==> src/rtl/camera_pixel_source_pkg.sv <==
// Shared types and constants for the camera pixel source.
package camera_pixel_source_pkg;

    typedef enum logic [2:0] {
        ST_IDLE,
        ST_VSYNC,
        ST_VBACK,
        ST_ACTIVE,
        ST_VFRONT
    } cps_state_t;

    typedef enum logic [1:0] {
        PAT_XRAMP = 2'd0,
        PAT_YRAMP = 2'd1,
        PAT_CHECK = 2'd2,
        PAT_CONST = 2'd3
    } pattern_t;

    localparam logic [7:0] CONST_PIXEL = 8'hA5;

    // Bits needed to count 0..max_count-1, never less than one bit.
    function automatic int cnt_width(input int max_count);
        return (max_count > 1) ? $clog2(max_count) : 1;
    endfunction

endpackage

==> src/rtl/camera_pattern_gen.sv <==
// Combinational test-pattern generator: pixel byte from pattern, column and line.
module camera_pattern_gen
    import camera_pixel_source_pkg::*;
(
    input  pattern_t   pattern,
    input  logic [7:0] x,
    input  logic [7:0] y,
    input  logic       href,
    output logic [7:0] pixel
);

    // Pixel value is forced to zero outside the active part of a line.
    always_comb begin
        pixel = 8'h00;
        if (href) begin
            case (pattern)
                PAT_XRAMP: pixel = x;
                PAT_YRAMP: pixel = y;
                PAT_CHECK: pixel = (x[3] ^ y[3]) ? 8'hFF : 8'h00;
                PAT_CONST: pixel = CONST_PIXEL;
            endcase
        end
    end

endmodule

==> src/rtl/camera_pixel_source.sv <==
// OV7670-style parallel camera transmitter: frame FSM, line/column counters,
// Pclk divider. Outputs change only on the clk edge that drives Pclk low.
//
// state     | meaning
// ST_IDLE   | waiting for start, Pclk held low
// ST_VSYNC  | Vsync high for V_SYNC lines
// ST_VBACK  | vertical back porch
// ST_ACTIVE | active lines, Href high for the first H_ACTIVE columns
// ST_VFRONT | vertical front porch, frame ends after its last Pclk period
module camera_pixel_source
    import camera_pixel_source_pkg::*;
#(
    parameter int H_ACTIVE = 640,
    parameter int H_BLANK  = 144,
    parameter int V_SYNC   = 3,
    parameter int V_BACK   = 17,
    parameter int V_ACTIVE = 480,
    parameter int V_FRONT  = 10
) (
    input  logic       clk,
    input  logic       reset,
    input  logic       start,
    input  logic       continuous,
    input  logic [1:0] pattern,
    output logic       camera_Pclk,
    output logic       camera_Vsync,
    output logic       camera_Href,
    output logic [7:0] Imagen,
    output logic       busy,
    output logic       frame_done
);

    localparam int LINE  = H_ACTIVE + H_BLANK;
    localparam int V_M1  = (V_SYNC > V_BACK) ? V_SYNC : V_BACK;
    localparam int V_M2  = (V_ACTIVE > V_FRONT) ? V_ACTIVE : V_FRONT;
    localparam int V_MAX = (V_M1 > V_M2) ? V_M1 : V_M2;
    localparam int HW    = cnt_width(LINE);
    localparam int VW    = cnt_width(V_MAX);

    localparam logic [HW-1:0] H_LAST = HW'(LINE - 1);

    cps_state_t    state, nxt_state;
    logic [HW-1:0] hcnt, nxt_hcnt;
    logic [VW-1:0] vcnt, nxt_vcnt, v_last;
    pattern_t      pat_q, nxt_pat;
    logic          end_frame;
    logic          nxt_href;
    logic [7:0]    nxt_pixel;

    // Terminal line count of the current vertical region.
    always_comb begin
        v_last = '0;
        case (state)
            ST_VSYNC:  v_last = VW'(V_SYNC - 1);
            ST_VBACK:  v_last = VW'(V_BACK - 1);
            ST_ACTIVE: v_last = VW'(V_ACTIVE - 1);
            ST_VFRONT: v_last = VW'(V_FRONT - 1);
            default:   v_last = '0;
        endcase
    end

    // Next state and counters; timing advances only when Pclk is about to fall.
    always_comb begin
        nxt_state = state;
        nxt_hcnt  = hcnt;
        nxt_vcnt  = vcnt;
        nxt_pat   = pat_q;
        end_frame = 1'b0;
        if (state == ST_IDLE) begin
            if (start) begin
                nxt_state = ST_VSYNC;
                nxt_hcnt  = '0;
                nxt_vcnt  = '0;
                nxt_pat   = pattern_t'(pattern);
            end
        end else if (camera_Pclk) begin
            if (hcnt == H_LAST) begin
                nxt_hcnt = '0;
                if (vcnt == v_last) begin
                    nxt_vcnt = '0;
                    case (state)
                        ST_VSYNC:  nxt_state = ST_VBACK;
                        ST_VBACK:  nxt_state = ST_ACTIVE;
                        ST_ACTIVE: nxt_state = ST_VFRONT;
                        default: begin
                            end_frame = 1'b1;
                            // A start coinciding with frame end chains like continuous mode.
                            if (continuous || start) begin
                                nxt_state = ST_VSYNC;
                                nxt_pat   = pattern_t'(pattern);
                            end else begin
                                nxt_state = ST_IDLE;
                            end
                        end
                    endcase
                end else begin
                    nxt_vcnt = vcnt + 1'b1;
                end
            end else begin
                nxt_hcnt = hcnt + 1'b1;
            end
        end
    end

    assign nxt_href = (nxt_state == ST_ACTIVE) && (32'(nxt_hcnt) < H_ACTIVE);

    camera_pattern_gen u_pattern_gen (
        .pattern (nxt_pat),
        .x       (8'(nxt_hcnt)),
        .y       (8'(nxt_vcnt)),
        .href    (nxt_href),
        .pixel   (nxt_pixel)
    );

    // State, counters and all port outputs registered from the next-state values.
    always_ff @(posedge clk or posedge reset) begin
        if (reset) begin
            state        <= ST_IDLE;
            hcnt         <= '0;
            vcnt         <= '0;
            pat_q        <= PAT_XRAMP;
            camera_Pclk  <= 1'b0;
            camera_Vsync <= 1'b0;
            camera_Href  <= 1'b0;
            Imagen       <= 8'h00;
            busy         <= 1'b0;
            frame_done   <= 1'b0;
        end else begin
            state        <= nxt_state;
            hcnt         <= nxt_hcnt;
            vcnt         <= nxt_vcnt;
            pat_q        <= nxt_pat;
            camera_Pclk  <= (state != ST_IDLE) ? ~camera_Pclk : 1'b0;
            camera_Vsync <= (nxt_state == ST_VSYNC);
            camera_Href  <= nxt_href;
            Imagen       <= nxt_pixel;
            busy         <= (nxt_state != ST_IDLE);
            frame_done   <= end_frame;
        end
    end

endmodule
==> config.mk <==
export PLATFORM = sky130hd
export DESIGN_NAME = camera_pixel_source
export DESIGN_NICKNAME = d
export VERILOG_FILES = /design/src/rtl/camera_pixel_source_pkg.sv /design/src/rtl/camera_pattern_gen.sv /design/src/rtl/camera_pixel_source.sv
export SDC_FILE = /design/constraint.sdc
export NUM_CORES = 1
export LEC_CHECK = 0
export ABC_CLOCK_PERIOD_IN_PS = 8390
export BUFFER_PORTS_ARGS = -buffer_cell sky130_fd_sc_hd__buf_2
export CAP_MARGIN = 20
export CORE_MARGIN = 10
export CORE_UTILIZATION = 54
export DETAILED_ROUTE_END_ITERATION = 12
export GPL_ROUTABILITY_DRIVEN = 0
export GPL_TIMING_DRIVEN = 0
export PLACE_DENSITY = 0.73
export SLEW_MARGIN = 20
export SYNTH_ARGS = -nofsm -noshare
export SYNTH_HDL_FRONTEND = slang
export SYNTH_SLANG_ARGS = --single-unit
export TNS_END_PERCENT = 10
==> constraint.sdc <==
create_clock -name clk -period 8.39 [get_ports clk]
set_input_delay 1.678 -clock clk [delete_from_list [all_inputs] [get_ports clk]]
set_output_delay 1.678 -clock clk [all_outputs]
set_load 0.05 [all_outputs]
==> run summary <==
Hold Buf Count CTS - 0
most frequent cells in the layout - 37 x dfrtp_1, 21 x buf_2, 20 x o21ai_0
RSZ-0062 raised after global routing - false
number of global-route vias before repair - 1779
syn_area_per_cell - 8.90 µm²
worst skew pair latency - 0.29 ns
synthesized area - 2170 µm²
Max Fclk - 301 MHz
Max Slew Vio Count - 0
Yosys reg bits - 37
setup TNS - 0 ns
clock power share - 48.9%
HP Class - register to register
Worst setup EP type - register
core area - 3770 µm²
vias after detailed routing - 1975
final worst path period share - 39.6%
largest net degree at the start of global routing - 38
Worst EP arrival - 3.53 ns
CTS root buf - clkbuf_8
Worst-path clk slew - 0.08 ns
# setup viols final - 0
Die Height - 83.4 µm
setup bufs post-CTS - 0
fin util - 65.2%
vias per cell - 6.21
Area contributors post-synth - dfrtp_1 43%, o21ai_0 4.6%, nand3_1 4.4%, nand2_1 3.3%, a31oi_1 2.9%
largest family of logic cells by synthesized area - simple AND/OR/NAND/NOR gates
switch share - 20.4%
maximum VDD drop - 0.000111 V
sequential cell fraction of total power - 47.2%
1st-iter DRT viols - 175
mux cell area share after synthesis - 2.36%
Slew HR - 48.9%
MaxCap Viol Count - 0
R2R cell count - 9
Die ar. - 6960 µm²
GRT overflow - 0
drt pass-1 iters - 4
Adder-Cell Fraction of Synth Area - 1.15%
# clock sinks - 37
Final Hold Viols - 0
Routed Wire Length - 5270 µm
Hold Path Cell Cnt - 1
dpl hpwl - 3920 µm
Num CTS Buffers - 5
DRC viols - 0
Syn Nets - 252
initial antenna violation count - 0
crit path time final - 3.32 ns
Pleak - 1.05 nW
standard-cell rows - 22
diodes inserted - 0
port bufs - 18
Synth top area share - 42.7%
Synth Flop Type - dfrtp_1
EDFF count, synth - 0
status - finished, final reports clean
worst-path maximum fanout - 10
Cells after Synth - 244
Die X - 83.4 µm
htree depth - 2
Area Overhead vs Synth - 13.3%
Simple-Gate Fraction of Synth Area - 27.7%
register area share after synthesis - 42.7%
clock skew - 0.00513 ns
commonest non-fill, non-tap cell in the layout - dfrtp_1
Clock Path Buffers - 2
final net count - 277
distinct cell type count of the synthesized netlist - 55
layout cells sized above 1 - 14.4%
ys async rst share - 100%
PD cells - 155 nW/µm²
Initial Util - 57.6%
xor/xnor share of the synthesized area - 2.42%
Gate power share - 3.9%
boundary pin count - 19
P_sw - 0.0777 mW
first-pass GRT wire length - 8850 µm
Synth area leader - dfrtp_1
Internal Power - 0.303 mW
Antenna Nets Post-Route - 0
Syn. warnings - 0
post-CTS sizing - 0
Worst-Margin Slew - 0.760 ns
CTS tree - done
post-synthesis compound-gate area fraction - 19.8%
wire per inst - 16.6 µm
crit path kind - primary input to register
Worst setup SP type - primary input
WP data required - 8.60 ns
GRT Util Overall - 15.2%
==> logic make-up (layout without fill, tap and decap cells) <==
| kind of cell | Yosys count | after routing |
|---|---|---|
| AND/OR/NAND/NOR | 106 | 106 |
| flip-flops | 37 | 37 |
| AO/OA/AOI/OAI | 66 | 66 |
| adder cells (fa/ha/maj) | 2 | 2 |
| multiplexers | 5 | 5 |
| buffers and inverters | 22 | 48 |
| XOR/XNOR | 6 | 6 |
==> cell type report <==
type	instances	area, µm²
plain buffers	11	45.0
clock buffers	5	68.8
clock inverters	3	68.8
fillers	326	1310
inverters	11	41.3
multi-input cells	185	1160
flip-flops and latches	37	926
well taps	48	60.1
repair buffers	18	90.1
==> cell usage after synthesis, types with 2 or more instances <==
| master | number |
|---|---|
| inv_1 | 10 |
| o21bai_1 | 2 |
| nand4_1 | 6 |
| mux2i_1 | 4 |
| and3_1 | 3 |
| nor2_1 | 13 |
| or2_2 | 2 |
| ha_1 | 2 |
| nor4_1 | 4 |
| o21ai_0 | 20 |
| nor3_1 | 9 |
| a22o_1 | 4 |
| xor2_1 | 4 |
| a21oi_1 | 10 |
| nor2b_1 | 3 |
| a31oi_1 | 10 |
| nand3_1 | 19 |
| o31ai_1 | 3 |
| dfrtp_1 | 37 |
| clkbuf_1 | 7 |
| or4_1 | 2 |
| xnor2_1 | 2 |
| and2_1 | 3 |
| nand4b_1 | 2 |
| nand3b_1 | 2 |
| o211ai_1 | 3 |
| buf_2 | 3 |
| nand2_1 | 19 |
| a211oi_1 | 3 |
| or3_1 | 6 |
| and4_1 | 3 |
==> power by group through the flow <==
stage               logic [mW]  registers [mW]  clock network (mW)
floorplan               0.0107           0.183                   0
global placement        0.0149           0.183                   0
detailed placement      0.0151           0.183                   0
CTS                     0.0151           0.180               0.190
global route            0.0171           0.180               0.197
finish                  0.0150           0.180               0.186
==> metal layers <==
metal  wire [µm]  track usage [%]  share of wire, %
met5           0                0                 0
met4          82             6.46               1.6
met3         337             2.54               6.4
met2        2460             24.0                47
met1        2390             19.8                45
==> through the flow <==
step | power (mW) | hold WS, ns | area [µm²] | setup slack, ns | instances
after CTS | 0.385 | 0.524 | 2460 | 5.10 | 318
after floorplan | 0.194 | 0.474 | 2170 | 5.10 | 244
final | 0.381 | 0.515 | 2460 | 5.07 | 318
after detailed placement | 0.198 | 0.515 | 2320 | 4.80 | 310
after global placement | 0.198 | 0.505 | 2320 | 4.82 | 310
after global routing | 0.393 | 0.567 | 2460 | 4.84 | 318
==> path summary, 6_finish.rpt <==
check | start | end | slack, ns
setup / recovery | continuous | Imagen[6] | 5.07
hold / removal | hcnt[9] | hcnt[9] | 0.52
setup reg to reg | hcnt[4] | Imagen[6] | 5.15
hold reg to reg | hcnt[9] | hcnt[9] | 0.52
max in group asynchronous | reset | camera_Pclk | 6.38
min in group asynchronous | reset | frame_done | 1.51
==> critical path, stage by stage <==
cell	delay, ns
buf_2	0.10
inv_1	0.05
o41a_1	0.44
nor2_1	0.13
mux2i_1	0.33
clkbuf_1	0.36
nand3_1	0.20
a31oi_1	0.23
==> sequential cells by signal, summed over array words and instances (netlist names) <==
| signal | flops |
|---|---|
| frame_done | 1 |
| state | 3 |
| vcnt | 9 |
| camera_Href | 1 |
| busy | 1 |
| camera_Vsync | 1 |
| pat_q | 2 |
| Imagen | 8 |
| hcnt | 10 |
| camera_Pclk | 1 |
Power figures use the tool's default switching activity.
